**config.mk**
```make
export PLATFORM = sky130hd
export DESIGN_NAME = seq_fixed_mult_flat
export DESIGN_NICKNAME = d
export VERILOG_FILES = /design/src/rtl/seq_fixed_mult_if.sv /design/src/rtl/seq_fixed_mult.sv /design/src/flat_wrapper.sv
export SDC_FILE = /design/constraint.sdc
export NUM_CORES = 1
export LEC_CHECK = 0
export CORE_MARGIN = 2
export CORE_UTILIZATION = 45
export CTS_CLUSTER_SIZE = 25
export DETAILED_ROUTE_END_ITERATION = 12
export MAX_ROUTING_LAYER = met4
export PLACE_DENSITY = 0.66
export SKIP_LAST_GASP = 1
export SLEW_MARGIN = 30
export SYNTH_ARGS = -nofsm -noshare
export SYNTH_HDL_FRONTEND = slang
export SYNTH_SLANG_ARGS = --single-unit
```
**constraint.sdc**
```tcl
create_clock -name clk -period 3.8 [get_ports clk]
set_clock_uncertainty 0.05 [all_clocks]
set_input_delay 0.57 -clock clk [delete_from_list [all_inputs] [get_ports clk]]
set_output_delay 0.57 -clock clk [all_outputs]
set_load 0.01 [all_outputs]
```
**src/rtl/seq_fixed_mult_if.sv**
```systemverilog
// Operand/result handshake bundle for the sequential sign-magnitude multiplier.
// The producer side uses master, and the multiplier uses slave.
interface seq_fixed_mult_if #(
    parameter int WIDTH = 16
);
    logic             in_valid;
    logic             in_ready;
    logic [WIDTH-1:0] in_a;
    logic [WIDTH-1:0] in_b;
    logic             out_valid;
    logic             out_ready;
    logic [WIDTH-1:0] out_result;
    logic             out_ovf;

    modport master (
        output in_valid, in_a, in_b, out_ready,
        input  in_ready, out_valid, out_result, out_ovf
    );

    modport slave (
        input  in_valid, in_a, in_b, out_ready,
        output in_ready, out_valid, out_result, out_ovf
    );
endinterface

```
**src/rtl/seq_fixed_mult.sv**
```systemverilog
// Shift-add sign-magnitude fixed-point multiplier that handles one magnitude bit per cycle.
// It saturates the result, can round the result, and never produces a negative zero.
module seq_fixed_mult #(
    parameter int WIDTH = 16,
    parameter int FRAC  = 8,
    parameter int ROUND = 0
) (
    input  logic             clk,
    input  logic             rst_n,
    seq_fixed_mult_if.slave  bus
);
    localparam int M   = WIDTH - 1;
    localparam int AW  = 2 * M;
    localparam int PW  = AW + 1;
    localparam int CW  = $clog2(M + 1);
    localparam int RSH = (FRAC > 0) ? FRAC - 1 : 0;
    localparam logic [PW-1:0] RND = (ROUND != 0 && FRAC > 0) ? (PW'(1) << RSH) : '0;

    typedef enum logic [1:0] {IDLE, RUN, DONE} state_t;

    state_t           state, state_nx;
    logic             sign_q, sign_nx;
    logic [AW-1:0]    a_sh, a_sh_nx;
    logic [AW-1:0]    acc, acc_nx;
    logic [M-1:0]     b_sh, b_sh_nx;
    logic [CW-1:0]    count, count_nx;
    logic [WIDTH-1:0] res_q, res_nx;
    logic             ovf_q, ovf_nx;

    logic [PW-1:0]    p_sum;
    logic [PW-1:0]    mag;
    logic [M-1:0]     mag_fin;
    logic             sat;

    // The finished accumulator is rounded, shifted down to the output Q format, and clamped.
    always_comb begin
        p_sum   = {1'b0, acc} + RND;
        mag     = p_sum >> FRAC;
        sat     = |mag[PW-1:M];
        mag_fin = sat ? {M{1'b1}} : mag[M-1:0];
    end

    always_comb begin
        state_nx = state;
        sign_nx  = sign_q;
        a_sh_nx  = a_sh;
        acc_nx   = acc;
        b_sh_nx  = b_sh;
        count_nx = count;
        res_nx   = res_q;
        ovf_nx   = ovf_q;
        case (state)
            IDLE: begin
                if (bus.in_valid) begin
                    sign_nx  = bus.in_a[WIDTH-1] ^ bus.in_b[WIDTH-1];
                    a_sh_nx  = {{M{1'b0}}, bus.in_a[M-1:0]};
                    b_sh_nx  = bus.in_b[M-1:0];
                    acc_nx   = '0;
                    count_nx = '0;
                    state_nx = RUN;
                end
            end
            RUN: begin
                // After the last iteration, one extra cycle registers the result.
                if (count == CW'(M)) begin
                    res_nx   = {(mag_fin != '0) & sign_q, mag_fin};
                    ovf_nx   = sat;
                    state_nx = DONE;
                end else begin
                    if (b_sh[0]) begin
                        acc_nx = acc + a_sh;
                    end
                    a_sh_nx  = a_sh << 1;
                    b_sh_nx  = b_sh >> 1;
                    count_nx = count + 1'b1;
                end
            end
            DONE: begin
                if (bus.out_ready) begin
                    state_nx = IDLE;
                end
            end
            default: state_nx = IDLE;
        endcase
    end

    always_ff @(posedge clk or negedge rst_n) begin
        if (!rst_n) begin
            state <= IDLE;
            sign_q <= 1'b0;
            a_sh <= '0;
            acc <= '0;
            b_sh <= '0;
            count <= '0;
            res_q <= '0;
            ovf_q <= 1'b0;
        end else begin
            state <= state_nx;
            sign_q <= sign_nx;
            a_sh <= a_sh_nx;
            acc <= acc_nx;
            b_sh <= b_sh_nx;
            count <= count_nx;
            res_q <= res_nx;
            ovf_q <= ovf_nx;
        end
    end

    assign bus.in_ready   = (state == IDLE);
    assign bus.out_valid  = (state == DONE);
    assign bus.out_result = res_q;
    assign bus.out_ovf    = ovf_q;
endmodule

```
**src/flat_wrapper.sv**
```systemverilog
// flat-port wrapper written by rule: the top's interface ports become plain ports
module seq_fixed_mult_flat 
#(
    parameter int WIDTH = 16,
    parameter int FRAC  = 8,
    parameter int ROUND = 0
)
  (clk, rst_n, bus_in_valid, bus_in_a, bus_in_b, bus_out_ready, bus_in_ready, bus_out_valid, bus_out_result, bus_out_ovf);
  seq_fixed_mult_if #(.WIDTH(WIDTH)) bus_i ();
  input  logic clk;
  input  logic rst_n;
  input wire logic [$bits(bus_i.in_valid)-1:0] bus_in_valid;
  input wire logic [$bits(bus_i.in_a)-1:0] bus_in_a;
  input wire logic [$bits(bus_i.in_b)-1:0] bus_in_b;
  input wire logic [$bits(bus_i.out_ready)-1:0] bus_out_ready;
  output wire logic [$bits(bus_i.in_ready)-1:0] bus_in_ready;
  output wire logic [$bits(bus_i.out_valid)-1:0] bus_out_valid;
  output wire logic [$bits(bus_i.out_result)-1:0] bus_out_result;
  output wire logic [$bits(bus_i.out_ovf)-1:0] bus_out_ovf;
  assign bus_i.in_valid = bus_in_valid;
  assign bus_i.in_a = bus_in_a;
  assign bus_i.in_b = bus_in_b;
  assign bus_i.out_ready = bus_out_ready;
  assign bus_in_ready = bus_i.in_ready;
  assign bus_out_valid = bus_i.out_valid;
  assign bus_out_result = bus_i.out_result;
  assign bus_out_ovf = bus_i.out_ovf;
  seq_fixed_mult #(.WIDTH(WIDTH), .FRAC(FRAC), .ROUND(ROUND)) u_core (.clk(clk), .rst_n(rst_n), .bus(bus_i));
endmodule
```
### After elaboration in Yosys (flattened, before gate mapping)

Cells that the tools add are included.

| cells by class | value |
|---|---|
| bitwise gates (word level) | 2 |
| add/sub/neg operators | 2 |
| equal/unequal tests | 8 |
| reduce and logical (&&, ||, !) cells | 9 |
| mux-type cells | 18 |

Operators by type and width:

| cell | number |
|---|---|
| 2-to-1 mux 30 bit | 5 |
| one-hot mux 30 bit (2 select lines) | 2 |
| 2-to-1 mux 15 bit | 3 |
| adder 30 bit | 1 |
| one-hot mux 15 bit (2 select lines) | 1 |
| nonzero test 15 bit | 1 |
| 2-to-1 mux 4 bit | 2 |
| one-hot mux 4 bit (2 select lines) | 1 |
| OR reduction 7 bit | 1 |
| 2-to-1 mux 2 bit | 3 |
| != test 2 bit (second input constant) | 3 |
| one-hot mux 2 bit (3 select lines) | 1 |
| AND reduction 3 bit | 2 |
| adder 4 x 1 -> 4 bit (second input constant) | 1 |
| equality test 4 bit (second input constant) | 1 |
| != test 2 x 1 -> 1 bit (second input constant) | 2 |
| AND reduction 2 bit | 2 |
| AND reduction 4 bit | 1 |
| equality test 2 x 1 -> 1 bit (second input constant) | 1 |
| equality test 2 bit (second input constant) | 1 |
| zero test 2 bit | 1 |
| nonzero test 2 bit | 1 |
| bitwise AND 1 bit | 1 |
| bitwise XOR 1 bit | 1 |

| storage, ports and cells | value |
|---|---|
| input port bits | 36 |
| output and inout port bits | 19 |
| register bits after elaboration | 99 |
| word-level logic and storage cells | 47 |

### Logic depth before layout (Yosys ltp)

Gate-level depths: netlist of the first run.

| depth | value |
|---|---|
| word-level depth | 4 |
| mapped depth | 12 |
| mapped depth without buffers | 12 |

### Worst setup path after synthesis of the first run

OpenSTA, ideal clock, no wires.

| timing path | value |
|---|---|
| path type | reg2reg |
| start | reg u_core.acc[7] |
| end | reg u_core.acc[27] |
| setup time | 0.123 ns |
| required time | 3.627 ns |
| path buffers | 1 |
| period minus slack after synthesis | 2.514 ns |
| cell stages (with the launch flop) | 12 |
| arrival | 2.341 ns |
| slack | 1.286 ns |
| cell sequence | dfrtp_1 ha_1 buf_6 a21o_1 a311oi_2 o2111ai_1 nand2_1 o21ai_2 a221o_2 a41oi_2 xor2_1 o21ai_1 |

| on the way | value |
|---|---|
| word-level cells in the longest chain between the ends | 4 |

RTL lines:

| item | RTL line | RTL |
|---|---|---|
| start, declared | seq_fixed_mult.sv:24 | `logic [AW-1:0] acc, acc_nx;` |
| start signal, assigned | seq_fixed_mult.sv:101 | `acc <= acc_nx;` |
| adder 30 bit | seq_fixed_mult.sv:71 | `acc_nx = acc + a_sh;` |
| 2-to-1 mux 30 bit | seq_fixed_mult.sv:70 | `if (b_sh[0]) begin` |
| 2-to-1 mux 30 bit | seq_fixed_mult.sv:65 | `if (count == CW'(M)) begin` |
| one-hot mux 30 bit (2 select lines) | seq_fixed_mult.sv:52 | `case (state)` |

No other way between the ends. The select of a mux whose other input is x is not followed.
A chain may end at the register's enable or synchronous reset.

### Final worst setup path of the first run

| timing path | value |
|---|---|
| start | reg u_core.a_sh[0] |
| end | reg u_core.acc[28] |

| on the way | value |
|---|---|
| word-level cells in the longest chain between the ends | 4 |

RTL lines:

| item | RTL line | RTL |
|---|---|---|
| start, declared | seq_fixed_mult.sv:23 | `logic [AW-1:0] a_sh, a_sh_nx;` |
| start signal, assigned | seq_fixed_mult.sv:100 | `a_sh <= a_sh_nx;` |
| adder 30 bit | seq_fixed_mult.sv:71 |  |
| 2-to-1 mux 30 bit | seq_fixed_mult.sv:70 |  |
| 2-to-1 mux 30 bit | seq_fixed_mult.sv:65 |  |
| one-hot mux 30 bit (2 select lines) | seq_fixed_mult.sv:52 |  |

No other way between the ends. The select of a mux whose other input is x is not followed.

==> key figures, run 1 <==
Pwr
  • Worst IR drop on VDD: 0.311 mV
  • Leakage: 2.97 nW
  • PwrDens: 909 nW/um^2

CTS
  • Worst-skew pair later-pin latency: 340 ps
  • Num CTS Buffers: 9
  • Root Driver: clkbuf_16
  • Post-cts resize count: 0
  • Clk buf depth: 2
  • Setup bufs post-CTS: 0
  • H-Tree Depth: 3
  • CTS tree: yes
  • Hold_buf cts: 0
  • CTS clk-pin slew, worst paths: 60 ps
  • TritonCTS Sinks: 99

Worst setup path
  • Kind of cell adding the most delay to the critical path: compound AO/OA/AOI/OAI gates
  • Required @ worst endpoint: 4000 ps
  • Setup slack, reg-to-reg: 880 ps
  • Worst R2R Path Depth: 12
  • Reg2reg start: u_core.a_sh[0]
  • Crit Path Class: register to register
  • CP cell instances: ha_1, inv_1, fa_1, nor2b_1, o21a_1, o21ai_0, a21oi_1, o21ai_1, o311ai_0, a31oi_1, xor2_1, o21ai_0
  • CP dominant cell by count: o21ai_0
  • Cell at the slowest stage of the critical path: o311ai_0
  • Worst path depth: 12
  • Crit path largest cell delay: 400 ps
  • CP Capture Type: register
  • CP Launch Point: u_core.a_sh[0]
  • Worst Path Max Fanout: 5
  • Worst path bufs/invs: 1
  • CP endpoint: u_core.acc[28]
  • Setup crit start kind: register
  • Critical path arrival: 3120 ps
  • RR Endpoint: u_core.acc[28]

Layout
  • Antenna Cells: 0
  • Nets: 664
  • Finished layout cell area: 6410 um^2
  • Fillers: 1101
  • Non-Filler Instances: 749
  • Area Overhead vs Synth: 18.0%
  • Share of cells above drive strength 1: 6.48%
  • Final Util: 53.8%

Yosys
  • Post-synthesis compound-gate area fraction: 22.5%
  • Seq cells post-synth: 99
  • Most frequent cells after synthesis: dfrtp_1, nand2_1, o21ai_0
  • Syn. warnings: 0
  • Syn Area/Cell: 9.86 um^2
  • Ys flop type: dfrtp_1
  • Simple-Gate Fraction of Synth Area: 11.6%
  • Mapped cell area: 5430 um^2
  • Largest family of logic cells by synthesized area: compound AO/OA/AOI/OAI gates
  • Netlist cell types: 58
  • Post-synth ARST share: 100%
  • Sequential-to-total area share from yosys stat: 45.6%
  • Cells after synthesis: 551
  • Ranking of synthesized cells by area: dfrtp_1, ha_1, o21ai_0
  • Adder-cell share of the synthesized area: 7.28%
  • Most frequent cell after synthesis: dfrtp_1
  • Post-synth top area cell: dfrtp_1
  • Net Count, Synth: 618
  • Mux share of post-synthesis cell area: 5.37%
  • Xor/xnor share of the synthesized area: 4.19%
  • Top cell type's share of synthesized area: 45.6%
  • Post-synth EDFFs: 0

Die
  • Die area: 13000 um^2
  • Core area: 11900 um^2
  • Initial Util: 45.6%
  • Overall die width: 114 um
  • Chip height: 114 um
  • Ports: 55
  • Site Rows: 40

STA
  • Fin crit period: 2920 ps
  • Fmax: 342 MHz
  • Hold Violations, Final: 0
  • Worst Tran Pin Value: 861 ps
  • Hold slack: 221 ps
  • Final period util: 76.9%
  • RSZ-0062 raised after global routing: no
  • Slew headroom: 42.4%
  • Setup TNS: 0 ps
  • Final Max Slew Viols: 0
  • Setup violators final: 0

Routing
  • Via count: 4246
  • Final ANT Viol Nets: 0
  • WL/cell: 16.2 um
  • Drt first pass iters: 4
  • DR vias/cell: 5.67
  • First DRT Iteration DRCs: 237
  • DR DRC count: 0
  • Routed WL: 12200 um

Placement
  • Routability Congestion: 0.844
  • Port-buffer cells: 54
  • Placed cell count: 733
  • DP HPWL: 8930 um
  • Dpl cell area: 6100 um^2

Global route
  • Vias in the first global route: 4260
  • GRT overflow: 0
  • Largest net degree at the start of global routing: 57
  • Initial antenna violation count: 0
  • First-pass GRT wire length: 20800 um
  • All-Layer GR Usage: 20.8%

Min path
  • Hold Crit Class: input pin to async pin

Status
  • Status: finished clean

Job
  • Maxcap violations: 0
worst min-delay path by stage:
stage / start / end / slack, ps / cells past startpoint
final: rst_n / u_core.bus.out_result[1] / 220 / 1
after global routing: rst_n / u_core.a_sh[12] / 280 / 1
after CTS: rst_n / u_core.bus.out_result[0] / 250 / 1
after detailed placement: u_core.b_sh[9] / u_core.b_sh[9] / 420 / 2
after global placement: u_core.bus.out_result[15] / u_core.bus.out_result[15] / 410 / 2
after floorplan: rst_n / u_core.a_sh[0] / 220 / 0
cell type report:
class / instances / area [um^2] / share of cell area, %
clock buffers: 10 / 229 / 3.57
clock inverters: 6 / 80.1 / 1.25
inverters: 14 / 52.6 / 0.820
multi-input cells: 411 / 2790 / 43.5
flip-flops and latches: 99 / 2480 / 38.7
well taps: 147 / 184 / 2.87
repair buffers: 62 / 598 / 9.34
cells in the final DEF (no fill, tap or decap), types with 2 or more instances in the layout:
master,Yosys,final
inv_1,14,14
a21oi_2,1,2
a31o_2,2,2
a21o_2,3,3
a32o_1,2,2
a31oi_1,4,4
nand3_1,8,8
o31ai_1,3,3
a21oi_1,30,29
bufinv_16,0,2
o21bai_1,5,5
a21o_1,10,10
o21a_1,6,6
and3_1,3,3
a22o_1,17,17
nor3_1,6,6
clkbuf_16,0,9
nand2b_1,7,7
and2_1,2,2
o21ai_1,4,4
xor2_1,13,13
o311ai_0,2,2
o22a_1,14,14
nor2b_1,5,4
clkdlybuf4s50_1,0,53
o21ai_0,65,65
nor4_1,4,4
ha_1,30,30
buf_4,1,9
mux2i_1,28,28
dfrtp_1,99,99
clkinv_2,0,4
nor2_1,19,18
nand4_1,7,7
o211ai_1,2,2
nand2_1,77,77
xnor2_1,13,13
power breakdown:
group | total, mW | internal [mW] | leakage [nW] | switching [mW]
registers | 1.91 | 1.53 | 1.26 | 0.381
logic | 2.96 | 1.33 | 1.56 | 1.63
clock network | 0.952 | 0.572 | 0.156 | 0.380
worst reg2reg max path: stages, from the launching register on:
cell and delay [ps]:
dfrtp_1 370, ha_1 210, inv_1 70, fa_1 380, nor2b_1 170, o21a_1 150
o21ai_0 150, a21oi_1 210, o21ai_1 200, o311ai_0 400, a31oi_1 150, xor2_1 150
o21ai_0 160
metrics by stage:
| stage | power [mW] | worst slack, ps |
|---|---|---|
| floorplan | 4.08 | 1290 |
| global placement | 4.80 | 1030 |
| detailed placement | 4.89 | 937 |
| CTS | 5.87 | 865 |
| global route | 6.34 | 574 |
| finish | 5.82 | 878 |
cell families (layout without fill, tap and decap cells):
| family | after synthesis | count (layout) |
|---|---|---|
| AOI/OAI and AO/OA | 184 | 184 |
| xor gates and xnor gates | 26 | 26 |
| adders and majority gates | 31 | 31 |
| buffers and inverters | 41 | 92 |
| DFF | 99 | 99 |
| muxes | 29 | 29 |
| and+or+nand+nor | 141 | 141 |
layer usage:
layer | routed length (um) | up-vias | global-route usage [%]
met1 | 5920 | 2061 | 27.3
met5 | 0 | - | -
met4 | 203 | 0 | 7.56
met2 | 5690 | 77 | 33.1
met3 | 340 | 14 | 2.87
li1 | - | 2094 | -
flip-flops by register name (all words and copies together), names as in the netlist:
name and count:
u_core.a_sh 30, u_core.bus.out_ovf 1, u_core.sign_q 1, u_core.b_sh 15, u_core.bus.out_result 16, u_core.acc 30, u_core.count 4, u_core.state 2
Note: power is estimated with default switching activity, not from simulation.
==> run 2: changes to the inputs <==
==> constraint.sdc (replaced) <==
create_clock -name clk -period 2.75 [get_ports clk]
set_clock_uncertainty 0.05 [all_clocks]
set_input_delay 0.4125 -clock clk [delete_from_list [all_inputs] [get_ports clk]]
set_output_delay 0.4125 -clock clk [all_outputs]
set_load 0.01 [all_outputs]
==> run 2 against run 1 <==
Net effect: non-clock buffer count is 17 higher; final cell count up 2.3%; utilization grew 1.9 points; count of clock-buffer cells in the layout fell by 1; critical path depth decreased by 2; die area did not move; final area increased by 3.5%; clock power rose by 51%; largest power group unchanged; combinational power up 47%.
==> key figures, run 2 (synthesis gave the netlist of run 1 again) <==
CTS
  • CTS clk-pin slew, worst paths: 70 ps (was 60 ps)
  • Num CTS Buffers: 9 (unchanged)
  • TritonCTS Sinks: 99 (unchanged)
  • H-Tree Depth: 3 (unchanged)
  • Clk buf depth: 2 (unchanged)
  • Worst-skew pair later-pin latency: 360 ps (was 340 ps)
  • CTS tree: yes (unchanged)
  • Root Driver: clkbuf_16 (unchanged)

STA
  • Final Max Slew Viols: 0 (unchanged)
  • Setup violators final: 0 (unchanged)
  • Final period util: 95.3% (was 76.9%)
  • Fmax: 381 MHz (was 342 MHz)
  • Worst Tran Pin Value: 861 ps (about the same)
  • Setup ws final: 128 ps (was 878 ps)
  • Slew headroom: 42.5% (was 42.4%)
  • Fin crit period: 2620 ps (was 2920 ps)
  • Setup TNS: 0 ps (unchanged)
  • Hold Violations, Final: 0 (unchanged)
  • RSZ-0062 raised after global routing: yes (was no)

Die
  • Initial Util: 45.6% (unchanged)
  • Overall die width: 114 um (unchanged)
  • Site Rows: 40 (unchanged)
  • Core area: 11900 um^2 (unchanged)
  • Ports: 55 (unchanged)
  • Die area: 13000 um^2 (unchanged)
  • Chip height: 114 um (unchanged)

Global route
  • Largest net degree at the start of global routing: 82 (was 57)
  • M2 GR Usage: 32.6% (was 33.1%)
  • Global routing's busiest layer: met2 (unchanged)
  • Global-route track usage on met1: 27.2% (was 27.3%)
  • Vias in the first global route: 4250 (was 4260)
  • All-Layer GR Usage: 20.9% (was 20.8%)
  • M3 GR Usage: 3.29% (was 2.87%)
  • First-pass GRT wire length: 20700 um (was 20800 um)
  • Initial antenna violation count: 0 (unchanged)
  • GRT overflow: 0 (unchanged)

Routing
  • Via count: 4295 (was 4246)
  • Final ANT Viol Nets: 0 (unchanged)
  • First DRT Iteration DRCs: 217 (was 237)
  • Drt first pass iters: 4 (unchanged)
  • DR DRC count: 0 (unchanged)
  • Routed WL: 12400 um (was 12200 um)
  • DR vias/cell: 5.61 (was 5.67)
  • WL/cell: 16.2 um (about the same)

Min path
  • Hold Crit Class: input pin to async pin (unchanged)

Pwr
  • Worst IR drop on VDD: 0.565 mV (was 0.311 mV)
  • Total power: 8.43 mW (was 5.82 mW)
  • PwrDens: 1270 nW/um^2 (was 909 nW/um^2)
  • Leakage: 3.08 nW (was 2.97 nW)

Worst setup path
  • Required @ worst endpoint: 2950 ps (was 4000 ps)
  • Worst Path Max Fanout: 3 (was 5)
  • Setup crit start kind: register (unchanged)
  • CP Capture Type: register (unchanged)
  • Critical path arrival: 2830 ps (was 3120 ps)
  • Crit Path Class: register to register (unchanged)

Placement
  • Routability Congestion: 0.854 (was 0.844)
  • Worst slack, placed: -5.71 ps (was 937 ps)
  • Dpl cell area: 6240 um^2 (was 6100 um^2)
  • Placed cell count: 747 (was 733)
  • DP HPWL: 9040 um (was 8930 um)
  • Port-buffer cells: 54 (unchanged)

Layout
  • Antenna Cells: 0 (unchanged)
  • Commonest non-fill, non-tap cell in the layout: dfrtp_1 (unchanged)
  • Share of cells above drive strength 1: 9.85% (was 6.48%)
  • Finished layout cell area: 6630 um^2 (was 6410 um^2)
  • Most frequent cells in the layout: dfrtp_1, nand2_1, o21ai_0 (unchanged)
  • Non-Filler Instances: 766 (was 749)
  • Area Overhead vs Synth: 22.1% (was 18.0%)
  • Nets: 681 (was 664)

Status
  • Status: finished clean (unchanged)

Job
  • Maxcap violations: 0 (unchanged)
[run 2: path summary, 6_finish.rpt]
check,start,end,slack [ps],depth (start not counted)
setup / recovery,u_core.acc[1],u_core.acc[29],130,10
hold / removal,rst_n,u_core.bus.out_result[8],420,2
setup reg to reg,u_core.acc[1],u_core.acc[29],130,10
hold reg to reg,u_core.bus.out_result[15],u_core.bus.out_result[15],430,2
max in group asynchronous,rst_n,u_core.a_sh[28],1530,3
min in group clk,u_core.bus.out_result[15],u_core.bus.out_result[15],430,2
[run 2: area by class of cell]
cell class | count | area (um^2)
fill | 1079 | 5280
multi-input combinational | 411 | 2810
sequential | 99 | 2480
timing repair buffer | 79 | 766
clock buffer | 9 | 225
tap | 147 | 184
clock inverter | 7 | 116
inverter | 14 | 52.6
[run 2: worst max-delay path, stage by stage (launching register included)]
cell and delay, ps:
dfrtp_1 400, ha_1 330, a211o_2 340, o211ai_1 140
o2111ai_1 140, nand2_1 150, o21ai_1 120, or4b_1 500
a31oi_1 150, o21ai_0 110, o31ai_1 90
[run 2: metrics by stage]
step / util [%] / hold slack (ps)
floorplan: - / 66.9
global placement: 52.4 / 249
detailed placement: 52.4 / 254
CTS: 55.4 / 423
global route: 55.7 / 438
finish: 55.7 / 417
[run 2: where the power goes]
group,internal (mW),switching [mW]
Sequential,2.11,0.511
Combinational,2.02,2.34
Clock,0.887,0.556
Total,5.02,3.41
[run 2: routing by layer]
metal	vias up	routed length, um	share of wire [%]
met5	-	0	0
met4	0	298	2.4
met3	18	612	4.9
met2	94	5790	47
met1	2058	5710	46
li1	2125	-	-
[run 2: what timing repair did]
| action | CTS | global route |
|---|---|---|
| endpoints found under the hold margin | 18 | 0 |
| buffers inserted | 0 | 2 |
| hold buffers | 1 | 0 |
| endpoints found under the setup margin | 2 | 13 |
| cloned | 0 | 0 |
| gates resized for setup | 3 | 4 |
| pin swaps | 1 | 8 |
==> run 3: changes to the inputs <==
--- a/config.mk
+++ b/config.mk
@@ -10,7 +10,7 @@
 export CTS_CLUSTER_SIZE = 25
 export DETAILED_ROUTE_END_ITERATION = 12
 export MAX_ROUTING_LAYER = met4
-export PLACE_DENSITY = 0.66
+export PLACE_DENSITY = 0.69
 export SKIP_LAST_GASP = 1
 export SLEW_MARGIN = 30
 export SYNTH_ARGS = -nofsm -noshare
==> run 3 against run 2 <==
Net effect: the run now ends with negative hold slack left; setup slack worse by 3.8 ps; sequential share of layout area grew 0.68 points; utilization decreased by 1.0 points; sequential power about the same; first-iteration DRC count is 20% higher; largest power group unchanged; critical endpoint unchanged.
==> key figures, run 3 (synthesis gave the netlist of run 1 again) <==
Global route
  • All-Layer GR Usage: 20.7% (was 20.9%)
  • Initial antenna violation count: 0 (unchanged)
  • Vias in the first global route: 4160 (was 4250)
  • First-pass GRT wire length: 20600 um (was 20700 um)
  • Largest net degree at the start of global routing: 60 (was 82)
  • GRT overflow: 0 (unchanged)

Min path
  • Hold Crit Class: input pin to async pin (unchanged)

Routing
  • WL/cell: 15.7 um (was 16.2 um)
  • First DRT Iteration DRCs: 260 (was 217)
  • DR DRC count: 0 (unchanged)
  • Final ANT Viol Nets: 0 (unchanged)
  • DR vias/cell: 5.65 (was 5.61)
  • Routed WL: 11900 um (was 12400 um)
  • Drt first pass iters: 5 (was 4)
  • Via count: 4286 (was 4295)

Placement
  • Port-buffer cells: 54 (unchanged)
  • Placed cell count: 741 (was 747)
  • DP HPWL: 8870 um (was 9040 um)
  • Routability Congestion: 0.858 (was 0.854)
  • Dpl cell area: 6170 um^2 (was 6240 um^2)

Die
  • Chip height: 114 um (unchanged)
  • Ports: 55 (unchanged)
  • Core area: 11900 um^2 (unchanged)
  • Overall die width: 114 um (unchanged)
  • Die area: 13000 um^2 (unchanged)
  • Initial Util: 45.6% (unchanged)
  • Site Rows: 40 (unchanged)

CTS
  • Worst-skew pair later-pin latency: 340 ps (was 360 ps)
  • CTS tree: yes (unchanged)
  • CTS clk-pin slew, worst paths: 70 ps (about the same)
  • Clk buf depth: 2 (unchanged)
  • Hold_buf cts: 0 (was 1)
  • Root Driver: clkbuf_16 (unchanged)
  • TritonCTS Sinks: 99 (unchanged)
  • Num CTS Buffers: 9 (unchanged)
  • H-Tree Depth: 3 (unchanged)

STA
  • Hold Violations, Final: 4 (was 0)
  • Slew headroom: 56.2% (was 42.5%)
  • Hold slack: -10.7 ps (was 417 ps)
  • Final Max Slew Viols: 0 (unchanged)
  • Setup violators final: 0 (unchanged)
  • Fmax: 381 MHz (about the same)
  • Fin crit period: 2630 ps (was 2620 ps)
  • Worst Tran Pin Value: 651 ps (was 861 ps)
  • Setup TNS: 0 ps (unchanged)
  • Final period util: 95.5% (was 95.3%)

Layout
  • Commonest non-fill, non-tap cell in the layout: dfrtp_1 (unchanged)
  • Non-Filler Instances: 758 (was 766)
  • Most frequent cells in the layout: dfrtp_1, nand2_1, o21ai_0 (unchanged)
  • Final Util: 54.7% (was 55.7%)
  • Finished layout cell area: 6510 um^2 (was 6630 um^2)
  • Area Overhead vs Synth: 19.9% (was 22.1%)
  • Nets: 673 (was 681)
  • Antenna Cells: 0 (unchanged)
  • Share of cells above drive strength 1: 9.33% (was 9.85%)

Worst setup path
  • Required @ worst endpoint: 2950 ps (about the same)
  • Cell at the slowest stage of the critical path: or4b_4 (was or4b_1)
  • Kind of cell adding the most delay to the critical path: compound AO/OA/AOI/OAI gates (unchanged)
  • CP cell instances: ha_1, a211o_2, o211ai_1, o2111ai_1, nand2_2, o21ai_1, or4b_4, a31oi_1, o21ai_0, o31ai_1 (was ha_1, a211o_2, o211ai_1, o2111ai_1, nand2_1, o21ai_1, or4b_1, a31oi_1, o21ai_0, o31ai_1)
  • Setup crit start kind: register (unchanged)
  • Worst path bufs/invs: 0 (unchanged)
  • CP Capture Type: register (unchanged)
  • Critical path arrival: 2830 ps (about the same)
  • Crit Path Class: register to register (unchanged)
  • Crit path largest cell delay: 500 ps (about the same)
  • Worst Path Max Fanout: 4 (was 3)

Status
  • Failing checks: negative hold slack
  • Status: finished, violations left (was finished clean)

Pwr
  • PwrDens: 1250 nW/um^2 (was 1270 nW/um^2)
  • Total power: 8.13 mW (was 8.43 mW)
  • Leakage: 3.01 nW (was 3.08 nW)
  • Worst IR drop on VDD: 0.547 mV (was 0.565 mV)

Job
  • Maxcap violations: 0 (unchanged)
[run 3: cell count changes in the layout (fill, tap and decap cells not counted), sizes merged]
cell,previous run,this run
clkbuf,9,12
bufinv,3,0
dlygate4sd3,1,0
buf,25,18
[run 3: path summary, 6_finish.rpt]
kind	slack (ps)	start	endpoint	cells after the start
min reg2reg	430	u_core.bus.out_result[11]	u_core.bus.out_result[11]	2
max in group asynchronous	1970	rst_n	u_core.b_sh[4]	2
min	-10	rst_n	u_core.a_sh[11]	1
max	120	u_core.a_sh[1]	u_core.acc[29]	10
max reg2reg	120	u_core.a_sh[1]	u_core.acc[29]	10
min in group clk	430	u_core.bus.out_result[11]	u_core.bus.out_result[11]	2
[run 3: layout make-up]
cell class              count  area (um^2)
repair buffers             71          678
clock inverters             4         33.8
fillers                  1075         5400
well taps                 147          184
inverters                  14         52.6
flip-flops and latches     99         2480
clock buffers              12          267
multi-input cells         411         2820
[run 3: per-stage QoR]
step / worst slack, ps / hold slack [ps]
after floorplan: 236 / 66.9
after global placement: 72.5 / 379
after detailed placement: -38.3 / 382
after CTS: 19.8 / 5.12
after global routing: -0.194 / 33.6
final: 124 / -10.7
[run 3: what timing repair did]
item / in CTS / in global routing
endpoints found under the hold margin: 0 / 0
setup endpoints to repair: 3 / 11
resized for setup: 2 / 9
pin swaps: 0 / 9
buffers inserted: 0 / 1
[run 3: layer usage]
layer / part of all wire, % / vias up / track usage, % / wire (um)
met2: 46 / 111 / 32.3 / 5450
met4: 2.4 / 0 / 7.80 / 282
met5: 0 / - / - / 0
li1: - / 2117 / - / -
met3: 5.5 / 17 / 3.61 / 649
met1: 46 / 2041 / 27.3 / 5520
[run 3: report_power, final]
part	switching [mW]	internal, mW
Combinational	2.31	1.94
Clock	0.547	0.692
Sequential	0.521	2.11
